**src/rtl/mem_port_arbiter_pkg.sv**
```systemverilog
// mem_port_arbiter_pkg: shared state encoding and constants for the memory port arbiter
package mem_port_arbiter_pkg;
  typedef enum logic [1:0] {
    IDLE  = 2'd0,
    FETCH = 2'd1,
    DATA  = 2'd2,
    DRAIN = 2'd3
  } state_t;
  localparam logic [2:0]  FETCH_FUNCT3 = 3'b010;
  localparam logic [31:0] NOP_INSTR    = 32'h0000_0013;
endpackage

```
**src/rtl/mem_port_arbiter_if.sv**
```systemverilog
// mem_port_arbiter_if: pipeline-side requests and memory-side bus of the arbiter
interface mem_port_arbiter_if #(parameter int ADDR_W = 8);
  logic              if_req;
  logic [31:0]       if_addr;
  logic              if_cancel;
  logic              if_ack;
  logic [31:0]       if_rdata;
  logic              d_req;
  logic              d_we;
  logic [2:0]        d_funct3;
  logic [31:0]       d_addr;
  logic [31:0]       d_wdata;
  logic              d_ack;
  logic [31:0]       d_rdata;
  logic              mem_valid;
  logic              mem_read;
  logic              mem_write;
  logic [2:0]        mem_funct3;
  logic [ADDR_W-1:0] mem_addr;
  logic [31:0]       mem_wdata;
  logic              mem_ready;
  logic [31:0]       mem_rdata;
  modport slave (
    input  if_req, if_addr, if_cancel, d_req, d_we, d_funct3, d_addr, d_wdata, mem_ready, mem_rdata,
    output if_ack, if_rdata, d_ack, d_rdata, mem_valid, mem_read, mem_write, mem_funct3, mem_addr, mem_wdata
  );
  modport master (
    output if_req, if_addr, if_cancel, d_req, d_we, d_funct3, d_addr, d_wdata, mem_ready, mem_rdata,
    input  if_ack, if_rdata, d_ack, d_rdata, mem_valid, mem_read, mem_write, mem_funct3, mem_addr, mem_wdata
  );
endinterface

```
**src/rtl/arb_fair_counter.sv**
```systemverilog
// arb_fair_counter: saturating count of consecutive data grants made while a fetch waits
module arb_fair_counter #(parameter int W = 4) (
  input  logic         clk,
  input  logic         rst,
  input  logic         inc_i,
  input  logic         clr_i,
  input  logic [W-1:0] limit_i,
  output logic         at_limit_o
);
  logic [W-1:0] cnt_q, cnt_d;
  assign at_limit_o = cnt_q >= limit_i;
  // clear wins over increment; increment stops at the limit
  always_comb cnt_d = clr_i ? '0 : (inc_i && !at_limit_o) ? cnt_q + 1'b1 : cnt_q;
  // streak register, cleared by the active-low synchronous reset
  always_ff @(posedge clk) cnt_q <= !rst ? '0 : cnt_d;
endmodule

```
**src/rtl/mem_port_arbiter.sv**
```systemverilog
// mem_port_arbiter: shares the unified memory between fetch and data with bounded data priority
module mem_port_arbiter
  import mem_port_arbiter_pkg::*;
#(
  parameter int ADDR_W      = 8,
  parameter int MAX_D_BURST = 4
) (
  input logic               clk,
  input logic               rst,
  mem_port_arbiter_if.slave bus
);
  state_t            state_q, state_d;
  logic [ADDR_W-1:0] addr_q, addr_d;
  logic [2:0]        funct3_q, funct3_d;
  logic [31:0]       wdata_q, wdata_d, if_rdata_q, if_rdata_d, d_rdata_q, d_rdata_d;
  logic              we_q, we_d, if_ack_q, if_ack_d, d_ack_q, d_ack_d;
  logic              d_elig, f_elig, grant_d, grant_f, at_limit;
  logic              unused_addr_hi;
  assign unused_addr_hi = ^{bus.if_addr[31:ADDR_W], bus.d_addr[31:ADDR_W]};
  arb_fair_counter #(.W(4)) u_cnt (
    .clk        (clk),
    .rst        (rst),
    .inc_i      (grant_d && bus.if_req),
    .clr_i      (grant_f || !bus.if_req),
    .limit_i    (4'(MAX_D_BURST)),
    .at_limit_o (at_limit)
  );
  // grant decision, transaction capture, completion and next state; no grant during an ack cycle
  always_comb begin
    d_elig     = bus.d_req && !d_ack_q;
    f_elig     = bus.if_req && !bus.if_cancel && !if_ack_q;
    grant_d    = state_q == IDLE && !if_ack_q && d_elig && (!f_elig || !at_limit);
    grant_f    = state_q == IDLE && !d_ack_q && f_elig && (!d_elig || at_limit);
    if_ack_d   = state_q == FETCH && bus.mem_ready && !bus.if_cancel;
    d_ack_d    = state_q == DATA && bus.mem_ready;
    if_rdata_d = if_ack_d ? bus.mem_rdata : if_rdata_q;
    d_rdata_d  = d_ack_d ? (we_q ? '0 : bus.mem_rdata) : d_rdata_q;
    addr_d     = grant_f ? bus.if_addr[ADDR_W-1:0] : grant_d ? bus.d_addr[ADDR_W-1:0] : addr_q;
    funct3_d   = grant_f ? FETCH_FUNCT3 : grant_d ? bus.d_funct3 : funct3_q;
    wdata_d    = grant_f ? '0 : grant_d ? bus.d_wdata : wdata_q;
    we_d       = grant_d ? bus.d_we : !grant_f && we_q;
    state_d    = state_q == IDLE ? (grant_f ? FETCH : grant_d ? DATA : IDLE)
               : bus.mem_ready ? IDLE
               : (state_q == FETCH && bus.if_cancel) ? DRAIN : state_q;
  end
  // state and registered bus outputs; reset abandons any transaction in flight
  always_ff @(posedge clk) begin
    if (!rst) begin
      state_q    <= IDLE;
      addr_q     <= '0;
      funct3_q   <= '0;
      wdata_q    <= '0;
      we_q       <= 1'b0;
      if_ack_q   <= 1'b0;
      d_ack_q    <= 1'b0;
      if_rdata_q <= '0;
      d_rdata_q  <= '0;
    end else begin
      state_q    <= state_d;
      addr_q     <= addr_d;
      funct3_q   <= funct3_d;
      wdata_q    <= wdata_d;
      we_q       <= we_d;
      if_ack_q   <= if_ack_d;
      d_ack_q    <= d_ack_d;
      if_rdata_q <= if_rdata_d;
      d_rdata_q  <= d_rdata_d;
    end
  end
  assign bus.mem_valid  = state_q != IDLE;
  assign bus.mem_read   = state_q != IDLE && !we_q;
  assign bus.mem_write  = state_q != IDLE && we_q;
  assign bus.mem_funct3 = funct3_q;
  assign bus.mem_addr   = addr_q;
  assign bus.mem_wdata  = wdata_q;
  assign bus.if_ack     = if_ack_q;
  assign bus.if_rdata   = if_rdata_q;
  assign bus.d_ack      = d_ack_q;
  assign bus.d_rdata    = d_rdata_q;
endmodule

```
**src/flat_wrapper.sv**
```systemverilog
// flat-port wrapper written by rule: the top's interface ports become plain ports
module mem_port_arbiter_flat import mem_port_arbiter_pkg::*;
#(
  parameter int ADDR_W      = 8,
  parameter int MAX_D_BURST = 4
)
  (clk, rst, bus_if_req, bus_if_addr, bus_if_cancel, bus_d_req, bus_d_we, bus_d_funct3, bus_d_addr, bus_d_wdata, bus_mem_ready, bus_mem_rdata, bus_if_ack, bus_if_rdata, bus_d_ack, bus_d_rdata, bus_mem_valid, bus_mem_read, bus_mem_write, bus_mem_funct3, bus_mem_addr, bus_mem_wdata);
  mem_port_arbiter_if #(.ADDR_W(ADDR_W)) bus_i ();
  input logic clk;
  input logic rst;
  input wire logic [$bits(bus_i.if_req)-1:0] bus_if_req;
  input wire logic [$bits(bus_i.if_addr)-1:0] bus_if_addr;
  input wire logic [$bits(bus_i.if_cancel)-1:0] bus_if_cancel;
  input wire logic [$bits(bus_i.d_req)-1:0] bus_d_req;
  input wire logic [$bits(bus_i.d_we)-1:0] bus_d_we;
  input wire logic [$bits(bus_i.d_funct3)-1:0] bus_d_funct3;
  input wire logic [$bits(bus_i.d_addr)-1:0] bus_d_addr;
  input wire logic [$bits(bus_i.d_wdata)-1:0] bus_d_wdata;
  input wire logic [$bits(bus_i.mem_ready)-1:0] bus_mem_ready;
  input wire logic [$bits(bus_i.mem_rdata)-1:0] bus_mem_rdata;
  output wire logic [$bits(bus_i.if_ack)-1:0] bus_if_ack;
  output wire logic [$bits(bus_i.if_rdata)-1:0] bus_if_rdata;
  output wire logic [$bits(bus_i.d_ack)-1:0] bus_d_ack;
  output wire logic [$bits(bus_i.d_rdata)-1:0] bus_d_rdata;
  output wire logic [$bits(bus_i.mem_valid)-1:0] bus_mem_valid;
  output wire logic [$bits(bus_i.mem_read)-1:0] bus_mem_read;
  output wire logic [$bits(bus_i.mem_write)-1:0] bus_mem_write;
  output wire logic [$bits(bus_i.mem_funct3)-1:0] bus_mem_funct3;
  output wire logic [$bits(bus_i.mem_addr)-1:0] bus_mem_addr;
  output wire logic [$bits(bus_i.mem_wdata)-1:0] bus_mem_wdata;
  assign bus_i.if_req = bus_if_req;
  assign bus_i.if_addr = bus_if_addr;
  assign bus_i.if_cancel = bus_if_cancel;
  assign bus_i.d_req = bus_d_req;
  assign bus_i.d_we = bus_d_we;
  assign bus_i.d_funct3 = bus_d_funct3;
  assign bus_i.d_addr = bus_d_addr;
  assign bus_i.d_wdata = bus_d_wdata;
  assign bus_i.mem_ready = bus_mem_ready;
  assign bus_i.mem_rdata = bus_mem_rdata;
  assign bus_if_ack = bus_i.if_ack;
  assign bus_if_rdata = bus_i.if_rdata;
  assign bus_d_ack = bus_i.d_ack;
  assign bus_d_rdata = bus_i.d_rdata;
  assign bus_mem_valid = bus_i.mem_valid;
  assign bus_mem_read = bus_i.mem_read;
  assign bus_mem_write = bus_i.mem_write;
  assign bus_mem_funct3 = bus_i.mem_funct3;
  assign bus_mem_addr = bus_i.mem_addr;
  assign bus_mem_wdata = bus_i.mem_wdata;
  mem_port_arbiter #(.ADDR_W(ADDR_W), .MAX_D_BURST(MAX_D_BURST)) u_core (.clk(clk), .rst(rst), .bus(bus_i));
endmodule
```
**config.mk**
```make
export PLATFORM = sky130hd
export DESIGN_NAME = mem_port_arbiter_flat
export DESIGN_NICKNAME = d
export VERILOG_FILES = /design/src/rtl/mem_port_arbiter_pkg.sv /design/src/rtl/mem_port_arbiter_if.sv /design/src/rtl/arb_fair_counter.sv /design/src/rtl/mem_port_arbiter.sv /design/src/flat_wrapper.sv
export SDC_FILE = /design/constraint.sdc
export NUM_CORES = 1
export LEC_CHECK = 0
export BUFFER_PORTS_ARGS = -buffer_cell sky130_fd_sc_hd__clkbuf_2
export CAP_MARGIN = 5
export CORE_MARGIN = 3
export CORE_UTILIZATION = 43
export CTS_BUF_LIST = sky130_fd_sc_hd__clkbuf_16
export DETAILED_ROUTE_END_ITERATION = 12
export GPL_ROUTABILITY_DRIVEN = 0
export PLACE_DENSITY_LB_ADDON = 0.15
export SLEW_MARGIN = 40
export SYNTH_ARGS = -nofsm -noshare
export SYNTH_HDL_FRONTEND = slang
export SYNTH_HIERARCHICAL = 1
export SYNTH_SLANG_ARGS = --single-unit
```
**constraint.sdc**
```tcl
create_clock -name clk -period 2.9 [get_ports clk]
set_input_delay 0 -clock clk [delete_from_list [all_inputs] [get_ports clk]]
set_output_delay 0 -clock clk [all_outputs]
set_load 0.05 [all_outputs]
```
==> impl_metrics.json, run 1 <==
{
  "rrSetupSlack_ns": 0.19,
  "cp.required_ns": 3.18,
  "drt-total-wl_um": 12800,
  "n_fill_cell": 734,
  "period_share": 0.934,
  "met1_length_um": 5340,
  "synthCells": 459,
  "post-route-min-period_ns": 2.71,
  "route.met2.wl_um": 6550,
  "core_area_um2": 9420,
  "cts_tree": "done",
  "cts_made_buffers": 17,
  "synth_area_leader_cell": "dfxtp_1",
  "setup_tns_ns": 0,
  "top_layer_used": "met4",
  "final_cell_mix": "201 x clkbuf_2, 135 x nand2_1, 116 x dfxtp_1",
  "synth-seq-cells": 116,
  "wl_per_cell_um": 14.5,
  "path_cells": "ha_1 > o211ai_2 > o21ai_0 > nand3b_1 > and3_4 > and3_2 > a221o_1 > dlygate4sd3_1",
  "pwr-share-clk": 0.477,
  "final_util": 0.715,
  "timing.max_cap.violations": 0,
  "insertion_delay_ns": 0.40,
  "cts_buffer_depth": 2,
  "nNetsFinal": 885,
  "core.rowCount": 35,
  "grt-ovfl-total": 0,
  "drt-initial-drc-count": 287,
  "crit_path_top_delay_cell": "dlygate4sd3_1",
  "avgSynthCellArea_um2": 9.21,
  "cts.sinks": 116,
  "drc": 0,
  "finalSetupViolCount": 0,
  "syn_area_um2": 4230,
  "slowest_delay_ns": 0.57,
  "seqPwrFrac": 0.371,
  "crit_family": "simple AND/OR/NAND/NOR gates",
  "yosys-top-cells-area": "dfxtp_1 55%, nand2_1 12%, a21oi_1 7.6%",
  "worstHoldPathType": "primary input to register",
  "layout_commonest_cell": "clkbuf_2",
  "antenna_found_initial": 0,
  "area_delta_synth_final_pct": 59.3,
  "outcome": "finished clean",
  "power_density_nw_per_um2": 682,
  "portBuffers": 201,
  "yosys.area.top_type_share": 0.549,
  "peakVddDrop_uv": 419,
  "fin_skew_ns": 0.00942,
  "htreeDepth": 4,
  "antenna_cells": 0,
  "synth_seq_area_share": 0.549,
  "arrival_ns": 2.99,
  "ys_types": 36,
  "finalMaxSlewViolations": 0,
  "ant_nets": 0,
  "met3_wirelength_um": 719,
  "leakagePower_nw": 3.09,
  "whs_ns": 0.0199,
  "grt_pass1_vias": 4371,
  "place_inst": 767,
  "grt_max_degree": 43,
  "dieArea_um2": 11100,
  "layout-drive-gt1-share": 0.347,
  "root_buffer": "clkbuf_16",
  "p_total_mw": 4.59,
  "die_y_um": 105,
  "hpwl_um": 8070,
  "hold_viol": 0,
  "crit_type": "register to register",
  "power_switching_share": 0.271,
  "finalNonFillerCells": 883,
  "clkTransAtPathRegs_ns": 0.06,
  "start_util": 0.449,
  "pin_count": 250,
  "synth_warnings": 6,
  "switching_power_mw": 1.25,
  "endpoint_kind": "register",
  "die_w_um": 105,
  "combPwrFrac": 0.152,
  "grt_usage": 0.232,
  "vias_per_cell": 4.86,
  "critPathMaxFanout": 42,
  "cp-start-kind": "register",
  "rsz0062_at_grt": "no",
  "path_buf_inv": 1,
  "grt_pass1_wl_um": 21000,
  "internal-power_mw": 3.35,
  "route.vias.total": 4293,
  "fmax_mhz": 369,
  "firstDrtPassIters": 4
}
==> power by group through the flow <==
stage | logic, mW | registers, mW | clock network [mW]
4_1_cts | 0.692 | 1.70 | 2.23
5_1_grt | 0.741 | 1.71 | 2.31
3_3_place_gp | 0.587 | 1.73 | 0
3_5_place_dp | 0.595 | 1.74 | 0
2_1_floorplan | 0.215 | 1.96 | 0
6_report | 0.696 | 1.70 | 2.19
==> Yosys cell counts, drive strengths merged <==
cell and count:
and2 3, mux2i 1, or3 3, dfxtp 116
conb 2, a221o 8, or2b 1, ha 5
a21oi 72, a22o 32, nor4 1, o21ai 5
o211ai 2, nor2b 2, clkbuf 12, nand2 135
nor2 9, nand3b 2, nor3b 1, buf 19
a31oi 1, and3 10, nor3 1, xnor2 1
inv 8, nand3 5, nand2b 2
==> final timing paths <==
| path | startpoint | to | depth (start not counted) |
|---|---|---|---|
| min reg2reg | u_core/bus.mem_funct3[1] | u_core/bus.mem_funct3[1] | 2 |
| max reg2reg | u_core/u_cnt/cnt_q[1] | u_core/bus.mem_addr[3] | 8 |
| min | rst | u_core/bus.mem_funct3[1] | 3 |
| max | u_core/u_cnt/cnt_q[1] | u_core/bus.mem_addr[3] | 8 |
==> stage by stage <==
| stage | area, um2 | setup WS (ns) |
|---|---|---|
| 2_1_floorplan | 4230 | 0.673 |
| 3_3_place_gp | 5260 | 0.450 |
| 3_5_place_dp | 5260 | 0.370 |
| 4_1_cts | 6730 | 0.220 |
| 5_1_grt | 6730 | 0.00393 |
| 6_report | 6730 | 0.193 |
==> logic make-up (layout without fill, tap and decap cells) <==
kind of cell             after synthesis  after routing  share of synthesized area
AND/OR/NAND/NOR                      175            175                      0.183
AO/OA/AOI/OAI                        120            120                      0.192
flip-flops                           116            116                      0.549
buffers and inverters                 39            332                     0.0551
adder cells (fa/ha/maj)                5              5                     0.0148
other                                  2              4                    0.00178
XOR/XNOR                               1              1                    0.00207
multiplexers                           1              1                    0.00237
==> flip-flops by register name, summed over array words and instances (netlist names) <==
register	cells
u_core/bus.d_rdata	32
u_core/bus.if_rdata	32
u_core/bus.mem_wdata	32
u_core/bus.mem_addr	8
u_core/u_cnt/cnt_q	4
u_core/bus.mem_funct3	3
u_core/state_q	2
u_core/bus.d_ack	1
u_core/bus.if_ack	1
u_core/we_q	1
==> routing by layer <==
metal | GRT usage | vias up
met5 | 0 | -
met4 | 0.0778 | 0
met3 | 0.0649 | 14
met2 | 0.403 | 146
met1 | 0.275 | 2003
li1 | - | 2130
==> worst register-to-register path: cells and delay by family (launching register included) <==
family	cells	cell delay, ns
fa+ha+maj	1	0.31
buf+inv	1	0.57
simple gates	3	0.75
flops	1	0.34
compound gates	3	0.62
==> repair_timing <==
item                      in CTS  in global routing
hold buffers                  85                  0
hold endpoints to repair     111                  0
resized for setup              0                  0
setup buffers                  0                  0
==> area by class of cell <==
| type | instances | area [um2] | share of cell area |
|---|---|---|---|
| Sequential cell | 116 | 2320 | 0.345 |
| Timing Repair Buffer | 293 | 1910 | 0.284 |
| Multi-Input combinational cell | 306 | 1680 | 0.250 |
| Clock buffer | 17 | 425 | 0.0632 |
| Clock inverter | 14 | 201 | 0.0299 |
| Tap cell | 129 | 161 | 0.0240 |
| Inverter | 8 | 30.0 | 0.00446 |
Note: power is estimated with default switching activity, not from simulation.
==> inputs of run 2 (changes only) <==
- PLACE_DENSITY: unset -> 0.79
- PLACE_DENSITY_LB_ADDON: 0.15 -> unset
==> impl_metrics.json, run 2 (synthesis results as in run 1) <==
{
  "crit_path_top_delay_cell": "dlygate4sd3_1",
  "ant_nets": 0,
  "slowest_delay_ns": 0.57,
  "root_buffer": "clkbuf_16",
  "grt_max_degree": 43,
  "finalSetupViolCount": 0,
  "portBuffers": 201,
  "rsz0062_at_grt": "no",
  "antenna_found_initial": 0,
  "firstDrtPassIters": 5,
  "grt_pass1_vias": 4630,
  "place_inst": 766,
  "fmax_mhz": 369,
  "path_buf_inv": 1,
  "grt_usage": 0.244,
  "hpwl_um": 8360,
  "dp_slack_ns": 0.388,
  "ctsHoldBuffers": 86,
  "critPathMaxFanout": 42,
  "leakagePower_nw": 3.07,
  "crit_family": "simple AND/OR/NAND/NOR gates",
  "die_y_um": 105,
  "drt-initial-drc-count": 245,
  "cts_resized": 0,
  "layout-drive-gt1-share": 0.347,
  "setup_tns_ns": 0,
  "finalMaxSlewViolations": 0,
  "drt-total-wl_um": 13500,
  "wl_per_cell_um": 15.3,
  "start_util": 0.449,
  "antenna_cells": 0,
  "worstHoldPathType": "primary input to register",
  "vias_per_cell": 4.98,
  "whs_ns": 0.0349,
  "critPathLaunch": "u_core/u_cnt/cnt_q[3]",
  "cts_tree": "done",
  "core.rowCount": 35,
  "hold_viol": 0,
  "crit_type": "register to register",
  "insertion_delay_ns": 0.40,
  "dieArea_um2": 11100,
  "timing.max_cap.violations": 0,
  "grt-ovfl-total": 0,
  "setup_slack_ns": 0.189,
  "route.vias.total": 4393,
  "nNetsFinal": 885,
  "grt_pass1_wl_um": 21900,
  "cts.sinks": 116,
  "arrival_ns": 2.98,
  "p_total_mw": 4.51,
  "outcome": "finished clean",
  "htreeDepth": 4,
  "layout_commonest_cell": "clkbuf_2",
  "slew_headroom": 0.561,
  "drc": 0,
  "fin_skew_ns": 0.0106,
  "cts_made_buffers": 17,
  "area_delta_synth_final_pct": 58.8,
  "clkTransAtPathRegs_ns": 0.05,
  "period_share": 0.935,
  "cp.required_ns": 3.17,
  "power_density_nw_per_um2": 672,
  "path_depth": 8,
  "peakVddDrop_uv": 417,
  "cts_buffer_depth": 2,
  "path_cells": "ha_1 > o211ai_2 > o21ai_0 > nand3b_1 > and3_4 > and3_2 > a221o_1 > dlygate4sd3_1",
  "core_area_um2": 9420,
  "r2r-end": "u_core/bus.mem_addr[0]",
  "die_w_um": 105,
  "rrSetupSlack_ns": 0.19,
  "final_cell_mix": "201 x clkbuf_2, 135 x nand2_1, 116 x dfxtp_1",
  "post-route-min-period_ns": 2.71,
  "endpoint": "u_core/bus.mem_addr[0]",
  "pin_count": 250,
  "worst_pin_slew_ns": 0.658,
  "finalNonFillerCells": 883,
  "worst-r2r-cell-count": 8,
  "endpoint_kind": "register",
  "r2r-start": "u_core/u_cnt/cnt_q[3]",
  "cts_setup_buffers": 0,
  "cp-start-kind": "register"
}
## run 2: changes by cell type in the layout (fill, tap and decap cells not counted)
cell	change
clkinv_4	-3
clkinvlp_4	+3
and2_1	-1
and2_2	+1
buf_4	-1
bufinv_16	-1
dlygate4sd3_1	+1
inv_6	+1
## run 2: metal layers
layer / part of all wire / global-route usage / vias up
met5: 0 / 0 / -
met4: 0.028 / 0.107 / 0
met3: 0.045 / 0.0525 / 28
met2: 0.54 / 0.454 / 154
met1: 0.39 / 0.263 / 2080
li1: - / - / 2131
## run 2: worst min path at each step
stage	startpoint	endpoint	slack (ns)	depth (start not counted)
floorplan	bus_mem_rdata[10]	u_core/bus.d_rdata[10]	0.13	1
global route	bus_if_req	u_core/u_cnt/cnt_q[1]	0.06	4
global placement	bus_d_wdata[3]	u_core/bus.mem_wdata[3]	0.22	3
CTS	bus_if_req	u_core/u_cnt/cnt_q[3]	0.02	4
detailed placement	bus_mem_rdata[3]	u_core/bus.d_rdata[3]	0.23	2
finish	bus_if_req	u_core/u_cnt/cnt_q[3]	0.03	4
## run 2: final cells by class
type	count	area (um2)
Inverter	8	30.0
Tap cell	129	161
Multi-Input combinational cell	306	1690
Fill cell	660	2700
Clock buffer	17	425
Clock inverter	14	176
Timing Repair Buffer	293	1910
Sequential cell	116	2320
## run 2: through the flow
step | instance area (um2) | utilization
after floorplan | 4230 | -
after global placement | 5250 | 0.557
after detailed placement | 5250 | 0.558
after CTS | 6710 | 0.713
after global routing | 6710 | 0.713
final | 6710 | 0.713
## run 2: report_power, final
group / total, mW / internal, mW / switching, mW / leakage [nW]
clock: 2.10 / 1.36 / 0.749 / 0.279
combinational: 0.704 / 0.241 / 0.463 / 1.85
sequential: 1.71 / 1.66 / 0.0407 / 0.943
total: 4.51 / 3.26 / 1.25 / 3.07
## run 2: worst min-delay path: stages
cell and delay [ns]:
clkbuf_2 0.10, nand2_1 0.05, nand2b_1 0.16, a21oi_1 0.05
==> inputs of run 3 (changes only) <==
- RECOVER_POWER: unset -> 25
==> impl_metrics.json, run 3 (synthesis results as in run 1) <==
{
  "pin_count": 250,
  "cts.sinks": 116,
  "multi_input_area_um2": 1690,
  "arrival_ns": 2.98,
  "seq_area_um2": 2320,
  "area_delta_synth_final_pct": 57.2,
  "cts_tree": "done",
  "finalSetupViolCount": 0,
  "cts_buffer_depth": 2,
  "cts_setup_buffers": 0,
  "grt_max_degree": 43,
  "portBuffers": 201,
  "finalMaxSlewViolations": 0,
  "cp-start-kind": "register",
  "grt_usage": 0.244,
  "start_util": 0.449,
  "grt-ovfl-total": 0,
  "hold_viol": 0,
  "vias_per_cell": 4.97,
  "insertion_delay_ns": 0.39,
  "cp.required_ns": 3.17,
  "route.vias.total": 4386,
  "outcome": "finished clean",
  "nNetsFinal": 885,
  "endpoint_kind": "register",
  "worst_pin_slew_ns": 0.661,
  "drt-initial-drc-count": 207,
  "die_w_um": 105,
  "peakVddDrop_uv": 417,
  "ant_nets": 0,
  "dp_slack_ns": 0.388,
  "dieArea_um2": 11100,
  "root_buffer": "clkbuf_16",
  "final_util": 0.706,
  "layout_commonest_cell": "clkbuf_2",
  "firstDrtPassIters": 6,
  "cts_made_buffers": 17,
  "fmax_mhz": 369,
  "timing.max_cap.violations": 0,
  "p_total_mw": 4.50,
  "core.rowCount": 35,
  "worstHoldPathType": "primary input to register",
  "finalNonFillerCells": 883,
  "htreeDepth": 4,
  "antenna_found_initial": 0,
  "slew_headroom": 0.559,
  "place_inst": 766,
  "fin_skew_ns": 0.0105,
  "setup_tns_ns": 0,
  "critPathMaxFanout": 42,
  "die_y_um": 105,
  "leakagePower_nw": 2.88,
  "hpwl_um": 8360,
  "drc": 0,
  "wl_per_cell_um": 15.3,
  "layout-drive-gt1-share": 0.273,
  "antenna_cells": 0,
  "grt_pass1_wl_um": 21900,
  "period_share": 0.935,
  "setup_slack_ns": 0.187,
  "rsz0062_at_grt": "no",
  "n_fill_cell": 693,
  "clkTransAtPathRegs_ns": 0.05,
  "crit_type": "register to register",
  "power_density_nw_per_um2": 677,
  "post-route-min-period_ns": 2.71,
  "drt-total-wl_um": 13500,
  "grt_pass1_vias": 4630,
  "core_area_um2": 9420,
  "final_cell_mix": "145 x clkbuf_2, 135 x nand2_1, 116 x dfxtp_1"
}
[run 3: cell types whose count changed in the layout (fill, tap and decap cells not counted)]
cell,previous run,this run
clkbuf_2,201,145
clkbuf_1,0,56
[run 3: through the flow]
step | hold slack (ns) | area, um2
after floorplan | 0.126 | 4230
after global placement | 0.223 | 5250
after detailed placement | 0.231 | 5250
after CTS | 0.0179 | 6710
after global routing | 0.0563 | 6640
final | 0.0352 | 6640
[run 3: report_power, final]
part           switching (mW)  internal, mW
clock                   0.744          1.36
sequential             0.0405          1.66
combinational           0.463         0.231
total                    1.25          3.25
[run 3: final timing paths]
path,to,slack (ns),cells after the start,start
min,u_core/u_cnt/cnt_q[3],0.04,4,bus_if_req
max reg2reg,u_core/bus.mem_addr[0],0.19,8,u_core/u_cnt/cnt_q[3]
min reg2reg,u_core/bus.mem_wdata[3],0.45,2,u_core/bus.mem_wdata[3]
max,u_core/bus.mem_addr[0],0.19,8,u_core/u_cnt/cnt_q[3]
[run 3: repair_timing]
| item | 4_1_cts | 5_1_grt |
|---|---|---|
| hold endpoints to repair | 111 | 0 |
| setup endpoints to repair | 0 | 0 |
| gates resized for setup | 0 | 0 |
| hold buffers | 86 | 0 |
[run 3: area by class of cell]
| type | instances | area share |
|---|---|---|
| flip-flops and latches | 116 | 0.350 |
| repair buffers | 293 | 0.277 |
| multi-input cells | 306 | 0.254 |
| clock buffers | 17 | 0.0640 |
| clock inverters | 14 | 0.0266 |
| well taps | 129 | 0.0243 |
| inverters | 8 | 0.00452 |
[run 3: layer usage]
layer,track usage,part of all wire,vias to the layer above
met3,0.0525,0.049,30
met2,0.454,0.54,160
met1,0.263,0.38,2067
li1,-,-,2129
met5,0,0,-
met4,0.107,0.028,0
[run 3: critical path, stage by stage (launching register included)]
cell and delay [ns]:
dfxtp_1 0.32, ha_1 0.32, o211ai_2 0.10, o21ai_0 0.24
nand3b_1 0.14, and3_4 0.34, and3_2 0.27, a221o_1 0.27
dlygate4sd3_1 0.57
